--- config.mk ---
export PLATFORM = sky130hd
export DESIGN_NAME = sysmem_ctrl
export DESIGN_NICKNAME = d
export VERILOG_FILES = /design/src/rtl/sysmem_ctrl.sv
export SDC_FILE = /design/constraint.sdc
export NUM_CORES = 1
export LEC_CHECK = 0
export BUFFER_PORTS_ARGS = -buffer_cell sky130_fd_sc_hd__buf_2
export CAP_MARGIN = 20
export CORE_MARGIN = 1
export CORE_UTILIZATION = 36
export CTS_BUF_LIST = sky130_fd_sc_hd__clkbuf_2 sky130_fd_sc_hd__clkbuf_4 sky130_fd_sc_hd__clkbuf_8
export DETAILED_ROUTE_END_ITERATION = 8
export GPL_TIMING_DRIVEN = 0
export HOLD_SLACK_MARGIN = 0.03
export PLACE_DENSITY = 0.93
export SLEW_MARGIN = 20
export SYNTH_ARGS = -nofsm -noshare
export SYNTH_HDL_FRONTEND = slang
export SYNTH_SLANG_ARGS = --single-unit
--- constraint.sdc ---
create_clock -name clk -period 2 [get_ports clk]
set_input_delay 0.5 -clock clk [delete_from_list [all_inputs] [get_ports clk]]
set_output_delay 0.5 -clock clk [all_outputs]
set_load 0.02 [all_outputs]
--- src/rtl/sysmem_ctrl.sv ---
// System memory responder: picorv32 native bus to four 1024x8 byte-lane BRAMs.
// Optional write protection of the low WP_WORDS words is enabled by defining SYSMEM_WP_EN.
module sysmem_ctrl #(
    parameter int          ADDR_WIDTH = 10,
    parameter logic [31:0] BASE_ADDR  = 32'h0000_0000,
    parameter int          WP_WORDS   = 128
) (
    input  logic                  clk,
    input  logic                  resetn,
    input  logic                  mem_valid,
    input  logic [31:0]           mem_addr,
    input  logic [31:0]           mem_wdata,
    input  logic [3:0]            mem_wstrb,
    output logic                  mem_ready,
    output logic [31:0]           mem_rdata,
    output logic [ADDR_WIDTH-1:0] ram_addr,
    output logic [3:0]            ram_ce,
    output logic [3:0]            ram_we,
    output logic [31:0]           ram_di,
    input  logic [31:0]           ram_do,
    output logic                  err_wp
);

`ifdef SYSMEM_WP_EN
    localparam bit WP_EN = 1'b1;
`else
    localparam bit WP_EN = 1'b0;
`endif

    typedef enum logic [1:0] {IDLE, RD, RESP} state_t;

    state_t state, state_nxt;
    logic   hit, accept, is_wr, in_wp, wp_block;
    logic   unused_bits;

    assign unused_bits = ^mem_addr[1:0];
    assign hit      = mem_addr[31:ADDR_WIDTH+2] == BASE_ADDR[31:ADDR_WIDTH+2];
    assign accept   = (state == IDLE) && mem_valid && hit;
    assign is_wr    = |mem_wstrb;
    assign in_wp    = 32'(mem_addr[ADDR_WIDTH+1:2]) < 32'(WP_WORDS);
    // A blocked write is still acknowledged, it just never reaches the RAM.
    assign wp_block = WP_EN && is_wr && in_wp;

    assign ram_addr = mem_addr[ADDR_WIDTH+1:2];
    assign ram_di   = mem_wdata;

    always_ff @(posedge clk or negedge resetn) begin
        if (!resetn) begin
            state     <= IDLE;
            mem_rdata <= '0;
            err_wp    <= 1'b0;
        end else begin
            state <= state_nxt;
            if (state == RD)
                mem_rdata <= ram_do;
            if (accept && wp_block)
                err_wp <= 1'b1;
        end
    end

    always_comb begin
        state_nxt = state;
        case (state)
            IDLE:    if (accept) state_nxt = is_wr ? RESP : RD;
            RD:      state_nxt = RESP;
            RESP:    state_nxt = IDLE;
            default: state_nxt = IDLE;
        endcase
    end

    always_comb begin
        ram_ce    = 4'h0;
        ram_we    = 4'h0;
        mem_ready = (state == RESP);
        if (accept) begin
            if (!is_wr) begin
                ram_ce = 4'hF;
            end else if (!wp_block) begin
                ram_ce = mem_wstrb;
                ram_we = mem_wstrb;
            end
        end
    end

endmodule
==> flow_summary.ini <==
[clock_tree]
clock-root-buffer = clkbuf_8
clk-insertion-delay-late_ps = 270
clkTransAtPathRegs_ps = 70
cts-buffers-inserted = 5
cts.sinks = 34
clockBufferDepth = 2
cts.htree.levels = 2
cts-hold-fix-buffers = 0
tritoncts = done

[critical_path]
crit_chain = nor4b_4, nand4_2, nor3_1, buf_2
cpPeakStageDelay_ps = 410
cp.required_ps = 1500
critical_path_class = reg2out
crit_family = simple AND/OR/NAND/NOR gates
reg2reg_depth = 6
cp-start-kind = flop
rr_endpoint = state[1]
crit_path_max_fanout = 4
ff2ff_setup_slack_ps = 200
r2r-start = state[0]
path_buf_inv = 1
cp_slowest_cell = dfrtp_1
crit_arrival_ps = 1630
end_kind = output port

[synthesis]
syn-num-nets = 247
syn_inst = 144
synth_compound_area_share_pct = 0.914
synth_seq_cells = 34
avgSynthCellArea_um2 = 12.4
synth_top_family_by_area = buffers and inverters
ys_seq_area_share_pct = 47.8
synth_cell_types = 17
synth_top_area_share_pct = 47.8
synth.area.mux_share_pct = 20.3
ys_warn_count = 0
syn_area_um2 = 1780
synth-xor-area-share_pct = 0
ys_top_cells_by_area = dfrtp_1, buf_4, mux2_2
synthAdderAreaFrac_pct = 0
synth-simple-area-share_pct = 10.1
yosys.area.top_type = dfrtp_1

[global_route]
grt_pass1_vias = 1400
track_usage_pct = 14.8
antenna_found_initial = 0
grt_max_degree = 35
grt_overflow = 0
grt_pass1_wl_mm = 6.06

[placed_design]
hpwl_mm = 3.16
io_buffers = 141
dp_cells = 352
gp_routability_congestion = 0.703

[sta]
fmaxAchievable_ghz = 0.470
setup-tns-final_ps = -699
fin_crit_sh_pct = 106
fin_ws_ps = -127
relSlewSlack_pct = 52.1
maxSlewViolCount = 0
finalCriticalPeriod_ps = 2130
setup_viol = 8
finClkSkew_ps = 4.57
rsz0062_at_grt = yes
worst_pin_slew_ps = 719
timing_hold_violations_final = 0

[routing]
first_iter_violations = 14
drt-vias-per-instance = 4.34
num_vias = 1591
remaining_drc_errors = 0
routed_wl_mm = 4.11
postRouteAntennaNets = 0
drtPass1Iterations = 4
wl_per_cell_um = 11.2

[status]
status = finished, violations left
violations = setup timing

[final_layout]
utilization_pct = 58.8
final_cells = 367
final_nets = 402
drive_gt1_share_pct = 82.0
antenna_cells = 0
syn2layout_area_growth_pct = 57.0

[floorplan]
ios = 187
die_width_um = 72.3
die_h_um = 72.3
initial_core_util_pct = 37.4
core_um2 = 4750
die-area_um2 = 5230
rows = 25

[pwr]
power.density_nw_per_um2 = 522
leakage_nw = 1.67
peakVddDrop_v = 0.000373

[worst_hold_path]
hold_path.class = in2async

[flow_run]
maxCapViolations = 0
[cell families after synthesis]
kind of cell | Yosys count
AND/OR/NAND/NOR | 24
flip-flops | 34
other | 1
buffers and inverters | 52
AO/OA/AOI/OAI | 1
multiplexers | 32
[worst max path at each step]
| stage | from | endpoint | slack [ps] | depth (start not counted) |
|---|---|---|---|---|
| finish | state[0] | ram_we[3] | -130 | 4 |
| global route | state[0] | ram_we[3] | -200 | 4 |
| CTS | state[0] | ram_we[3] | -110 | 4 |
| detailed placement | mem_wstrb[1] | ram_ce[1] | -150 | 5 |
| global placement | mem_addr[27] | ram_ce[1] | -80 | 5 |
| floorplan | mem_addr[27] | ram_ce[0] | -70 | 3 |
[cells in the final DEF (no fill, tap or decap)]
master / count
o41ai_2: 1
nor4_4: 3
nor3b_1: 1
buf_4: 57
mux2_1: 3
dfrtp_1: 33
nor4b_4: 1
dfrtp_2: 1
nor3_1: 3
clkinv_2: 1
nor2_1: 4
nand4_4: 1
clkbuf_8: 6
mux2_2: 29
nand2_2: 1
nand4_2: 1
nor2b_1: 2
inv_1: 5
clkbuf_4: 1
nor4_1: 2
nor3_2: 6
buf_2: 137
conb_1: 1
[state kept, by name, indices dropped and copies added, names as in the netlist]
register / flops
state: 2
mem_rdata: 32
[Yosys cell counts]
cell / number
mux2_2: 29
mux2_1: 3
o41ai_2: 1
nor2_1: 4
nor3b_1: 1
nor4_2: 3
buf_4: 46
inv_1: 5
nor4_1: 2
buf_2: 1
nand2_1: 1
conb_1: 1
dfrtp_1: 34
nor4b_4: 1
nand4_4: 1
nor2b_1: 2
nor3_1: 9
[power breakdown]
part           internal [W]   switching [W]
combinational      0.000130        0.000127
clock              0.000291        0.000224
sequential         0.000688  0.000000000559
[stage by stage]
stage	power [W]	hold slack (ps)	instance area, um^2	worst slack, ps
floorplan	0.000839	204	1780	-73.1
global placement	0.000943	464	2570	-76.7
detailed placement	0.000948	474	2570	-148
CTS	0.00148	299	2770	-113
global route	0.00153	334	2790	-198
finish	0.00146	277	2790	-127
[layout make-up]
| class | count | area, um^2 |
|---|---|---|
| inverters | 5 | 18.8 |
| fillers | 410 | 1960 |
| flip-flops and latches | 34 | 852 |
| plain buffers | 47 | 350 |
| clock buffers | 7 | 90.1 |
| multi-input cells | 59 | 631 |
| well taps | 67 | 83.8 |
| repair buffers | 147 | 763 |
| clock inverters | 1 | 5.00 |
[layer usage]
metal	share of wire, %	GRT usage (%)
met2	54	27.2
met5	0	0
met1	37	16.6
met3	8.5	4.72
met4	0.66	3.05
[repair_timing]
item | CTS | global route
resized for setup | 15 | 1
pin swaps | 6 | 0
buffers inserted | 3 | 3
gates cloned | 1 | 0
setup endpoints to repair | 8 | 8
(Power assumes the default switching activity.)
